**src/rtl/led_fade_pkg.sv**
```systemverilog
// Shared definitions for the LED fade/PWM stage: default widths and the
// per-channel fade state encoding.
package led_fade_pkg;

    localparam int NUM_LEDS_DEF   = 4;
    localparam int PWM_BITS_DEF   = 8;
    localparam int STEP_COUNT_DEF = 24414;

    typedef enum logic [1:0] {
        ST_OFF  = 2'd0,
        ST_RISE = 2'd1,
        ST_HOLD = 2'd2,
        ST_FALL = 2'd3
    } fade_state_t;

endpackage

```
**src/rtl/led_fade_channel.sv**
```systemverilog
// One fade channel: brightness level that walks one step per tick toward its
// target, a registered status state, and the registered PWM compare.
module led_fade_channel
    import led_fade_pkg::*;
#(
    parameter int g_PWM_BITS = PWM_BITS_DEF
) (
    input  logic                  clk,
    input  logic                  rst_n,
    input  logic                  tick,
    input  logic [g_PWM_BITS-1:0] pwm_count,
    input  logic [g_PWM_BITS-1:0] target,
    output logic [g_PWM_BITS-1:0] level,
    output fade_state_t           state,
    output logic                  pwm
);

    always_ff @(posedge clk) begin
        if (!rst_n) begin
            level <= '0;
            state <= ST_OFF;
            pwm   <= 1'b0;
        end else begin
            // Strict compare: level 0 is always dark, full scale misses one slot.
            pwm <= (pwm_count < level);

            if (level < target) begin
                state <= ST_RISE;
            end else if (level > target) begin
                state <= ST_FALL;
            end else if (target == '0) begin
                state <= ST_OFF;
            end else begin
                state <= ST_HOLD;
            end

            // A single step toward the target can never wrap the level.
            if (tick) begin
                if (level < target) begin
                    level <= level + g_PWM_BITS'(1);
                end else if (level > target) begin
                    level <= level - g_PWM_BITS'(1);
                end
            end
        end
    end

endmodule

```
**src/rtl/led_fade_pwm.sv**
```systemverilog
// LED soft-fade PWM driver: registers the blink levels, runs the shared step
// prescaler and PWM counter, and fans out to one fade channel per LED.
module led_fade_pwm
    import led_fade_pkg::*;
#(
    parameter int g_NUM_LEDS   = NUM_LEDS_DEF,
    parameter int g_PWM_BITS   = PWM_BITS_DEF,
    parameter int g_STEP_COUNT = STEP_COUNT_DEF
) (
    input  logic                             i_Clk,
    input  logic                             i_Rst_L,
    input  logic [g_NUM_LEDS-1:0]            i_LED,
    input  logic [g_PWM_BITS-1:0]            i_Max_Level,
    output logic [g_NUM_LEDS-1:0]            o_LED,
    output logic [g_NUM_LEDS*g_PWM_BITS-1:0] o_Level,
    output logic [2*g_NUM_LEDS-1:0]          o_State
);

    localparam int PRESCALE_BITS = (g_STEP_COUNT > 1) ? $clog2(g_STEP_COUNT) : 1;
    localparam logic [PRESCALE_BITS-1:0] PRESCALE_LAST = PRESCALE_BITS'(g_STEP_COUNT - 1);

    logic [PRESCALE_BITS-1:0] prescale_count;
    logic                     step_tick;
    logic [g_PWM_BITS-1:0]    pwm_count;
    logic [g_NUM_LEDS-1:0]    r_led;
    fade_state_t              ch_state [g_NUM_LEDS];

    assign step_tick = (prescale_count == PRESCALE_LAST);

    // Same clock domain as the blink source, so one register stage suffices.
    always_ff @(posedge i_Clk) begin
        if (!i_Rst_L) begin
            prescale_count <= '0;
            pwm_count      <= '0;
            r_led          <= '0;
        end else begin
            prescale_count <= step_tick ? '0 : prescale_count + PRESCALE_BITS'(1);
            pwm_count      <= pwm_count + g_PWM_BITS'(1);
            r_led          <= i_LED;
        end
    end

    for (genvar n = 0; n < g_NUM_LEDS; n++) begin : g_ch
        logic [g_PWM_BITS-1:0] target;

        assign target = r_led[n] ? i_Max_Level : '0;

        led_fade_channel #(
            .g_PWM_BITS (g_PWM_BITS)
        ) u_channel (
            .clk       (i_Clk),
            .rst_n     (i_Rst_L),
            .tick      (step_tick),
            .pwm_count (pwm_count),
            .target    (target),
            .level     (o_Level[n*g_PWM_BITS +: g_PWM_BITS]),
            .state     (ch_state[n]),
            .pwm       (o_LED[n])
        );

        assign o_State[2*n +: 2] = ch_state[n];
    end

endmodule

```
**config.mk**
```make
export PLATFORM = sky130hd
export DESIGN_NAME = led_fade_pwm
export DESIGN_NICKNAME = d
export VERILOG_FILES = /design/src/rtl/led_fade_pkg.sv /design/src/rtl/led_fade_channel.sv /design/src/rtl/led_fade_pwm.sv
export SDC_FILE = /design/constraint.sdc
export NUM_CORES = 1
export LEC_CHECK = 0
export BUFFER_PORTS_ARGS = -buffer_cell sky130_fd_sc_hd__buf_2
export CORE_MARGIN = 2
export CORE_UTILIZATION = 59
export DETAILED_ROUTE_END_ITERATION = 8
export PLACE_DENSITY = 0.8
export SYNTH_ARGS = -nofsm -noshare
export SYNTH_HDL_FRONTEND = slang
export SYNTH_SLANG_ARGS = --single-unit
```
**constraint.sdc**
```tcl
create_clock -name i_Clk -period 4.2 [get_ports i_Clk]
set_input_delay 0.84 -clock i_Clk [delete_from_list [all_inputs] [get_ports i_Clk]]
set_output_delay 0.84 -clock i_Clk [all_outputs]
set_load 0.03 [all_outputs]
```
==> results.py <==
metrics = {
    "status": {
        "status": "finished, final reports clean",
    },
    "flow_run": {
        "drv_cap": 0,
    },
    "sta": {
        "min_period_ns": 3.77,
        "whs_ns": 0.488,
        "hold_violations": 0,
        "skew_ns": 0.00637,
        "post-route-period-util": 0.898,
        "max_clock_freq_mhz": 265,
        "rsz0062_at_grt": "false",
        "worst_pin_slew_ns": 0.839,
        "relSlewSlack": 0.440,
        "finalMaxSlewViolations": 0,
        "setup_viol": 0,
        "timing.setup.tns_ns": 0,
        "setup_slack_ns": 0.427,
    },
    "critical_path": {
        "crit_required_ns": 4.48,
        "end_kind": "register",
        "r2r_start": "r_led[1]$_SDFF_PN0_",
        "critPathSlowestCell": "a221o_1",
        "cp_cell_sequence": "buf_2 > nand2_1 > ha_1 > and3_4 > a221o_1 > a21o_1 > ha_1 > a21oi_1 > nor2_1 > a311o_1 > o31ai_1 > xor2_1 > or3_1 > a21oi_1",
        "cp_max_fo": 9,
        "crit_path_start": "i_Max_Level[2]",
        "slowest_delay_ns": 0.38,
        "worstSetupPathType": "in2reg",
        "crit_path_start_kind": "input port",
        "crit_arrival_ns": 4.05,
    },
    "clock_tree": {
        "cts_setup_buffers": 0,
        "cts_buffers": 9,
        "tritoncts": "yes",
        "clk_pin_slew_ns": 0.08,
        "cts_hold_buffers": 0,
        "cts-root-buf": "clkbuf_8",
        "clock_latency_ns": 0.35,
        "cts_resized": 0,
        "clkSinkCount": 71,
        "htreeDepth": 3,
        "clockBufferDepth": 2,
    },
    "synthesis": {
        "synth_cells": 591,
        "synth_nets": 696,
        "ys_seq_area_frac": 0.282,
        "synth_top_cell_area_share": 0.282,
        "yosys_warnings": 0,
        "syn_avg_cell_area_um2": 8.52,
        "yosysTopAreaCell": "dfxtp_1",
        "synth_seq_cells": 71,
        "syn_area_mm2": 0.00504,
        "synth_edf_count": 0,
        "yosysUniqueCellTypes": 41,
        "synth_flop_cell": "dfxtp_1",
        "synth.area.top_cells": "dfxtp_1, ha_1, nor2_1",
        "async_reset_ff_frac": 0,
    },
    "final_layout": {
        "layout_common_cells": "ha_1, dfxtp_1, nor2_1",
        "num-fill-cells": 675,
        "final_area_mm2": 0.00560,
        "nets": 749,
        "mostFrequentLayoutCell": "ha_1",
        "drive_above_1_share": 0.123,
        "syn_to_final_growth_pct": 11.2,
        "diodes": 0,
    },
    "route": {
        "viasPerCell": 5.79,
        "drc": 0,
        "antenna_left": 0,
        "vias": 4368,
        "routed_wl_um": 11900,
        "initialDrtViolationCount": 156,
        "first_pass_iters": 4,
        "routedWlPerCell_um": 15.7,
    },
    "floorplan": {
        "fp.dieW_um": 96.4,
        "start_util": 0.610,
        "core_mm2": 0.00826,
        "die_area_mm2": 0.00929,
        "ioPinCount": 58,
        "fp.dieH_um": 96.4,
        "rows": 33,
    },
    "placement": {
        "hpwl_um": 8680,
        "dpl-instance-area_mm2": 0.00538,
        "pre_cts_ws_ns": 0.0988,
        "numPortBuffers": 57,
        "place_congestion": 0.834,
    },
    "power_and_ir_drop": {
        "peakVddDrop_mv": 0.143,
        "pwr_density_cell_mw_per_mm2": 280,
        "p_leak_nw": 2.73,
    },
    "global_routing": {
        "grt_pass1_vias": 4189,
        "grt_overflow_total": 0,
        "grt_use_total": 0.267,
        "antenna_found_initial": 0,
        "grt_max_degree": 47,
        "grt_pass1_wl_um": 19100,
    },
    "worst_hold_path": {
        "hp-start": "prescale_count[0]$_SDFF_PP0_",
        "hold_class": "reg2reg",
    },
}
-- synthesized netlist by cell type, types with 3 or more instances --
cell	n
xnor2_1	25
mux2i_1	17
a21boi_0	4
xor2_1	22
nor4_1	4
and2_1	13
fa_1	4
o21a_1	5
nand4_1	3
o211a_1	4
a211oi_1	6
o21ai_0	25
nand3_1	17
or3_1	4
o21bai_1	5
a21oi_1	46
a2111oi_0	4
inv_1	49
clkbuf_1	9
buf_4	4
a21o_1	9
nor2_1	68
dfxtp_1	71
and3_1	8
nand2_1	56
ha_1	87
-- cell families after synthesis --
| family | Yosys count | share of synthesized area |
|---|---|---|
| flip-flops | 71 | 0.282 |
| adder cells (fa/ha/maj) | 91 | 0.232 |
| buffers and inverters | 65 | 0.0519 |
| multiplexers | 17 | 0.0338 |
| AO/OA/AOI/OAI | 116 | 0.144 |
| XOR/XNOR | 47 | 0.0817 |
| AND/OR/NAND/NOR | 184 | 0.174 |
-- power breakdown --
part           switching, mW  internal (mW)
Sequential            0.0158          0.691
Clock                  0.271          0.351
Combinational          0.148         0.0941
Total                  0.435           1.14
-- area by class of cell --
type | instances | area (um2) | area share
inverter | 50 | 188 | 0.0335
timing repair buffer | 57 | 285 | 0.0509
multi-input combinational | 455 | 3350 | 0.599
clock buffer | 11 | 141 | 0.0252
clock inverter | 5 | 81.3 | 0.0145
tap | 105 | 131 | 0.0235
sequential | 71 | 1420 | 0.254
-- worst max-delay path, delay by kind of cell --
kind,cells,cell delay (ns)
AND/OR/NAND/NOR,4,0.68
XOR/XNOR,1,0.11
adder cells (fa/ha/maj),2,0.68
AO/OA/AOI/OAI,6,1.61
buffers and inverters,1,0.14
-- through the flow --
stage / utilization / power, mW / instances
floorplan: - / 0.903 / 591
global placement: 0.651 / 0.946 / 738
detailed placement: 0.651 / 0.958 / 738
CTS: 0.678 / 1.57 / 754
global route: 0.678 / 1.63 / 754
finish: 0.678 / 1.57 / 754
-- metal layers --
metal	vias up	track usage	routed length [um]
met5	-	0	0
li1	2140	-	-
met3	44	0.0442	633
met4	0	0.138	518
met2	130	0.439	5480
met1	2054	0.338	5230
-- worst paths after layout --
kind                                             end  slack, ns  cells past startpoint
max          g_ch[2].u_channel.level[7]$_SDFFE_PN0P_       0.43                     14
min                     prescale_count[0]$_SDFF_PP0_       0.49                      1
max reg2reg  g_ch[1].u_channel.level[7]$_SDFFE_PN0P_       0.52                     14
min reg2reg             prescale_count[0]$_SDFF_PP0_       0.49                      1
-- flip-flops by register name (all words and copies together), names as in the netlist --
signal	cells
g_ch.u_channel.level	32
r_led	4
prescale_count	15
pwm_count	8
g_ch.u_channel.state	8
g_ch.u_channel.pwm	4
No activity file was read; power rests on OpenSTA's default activity.
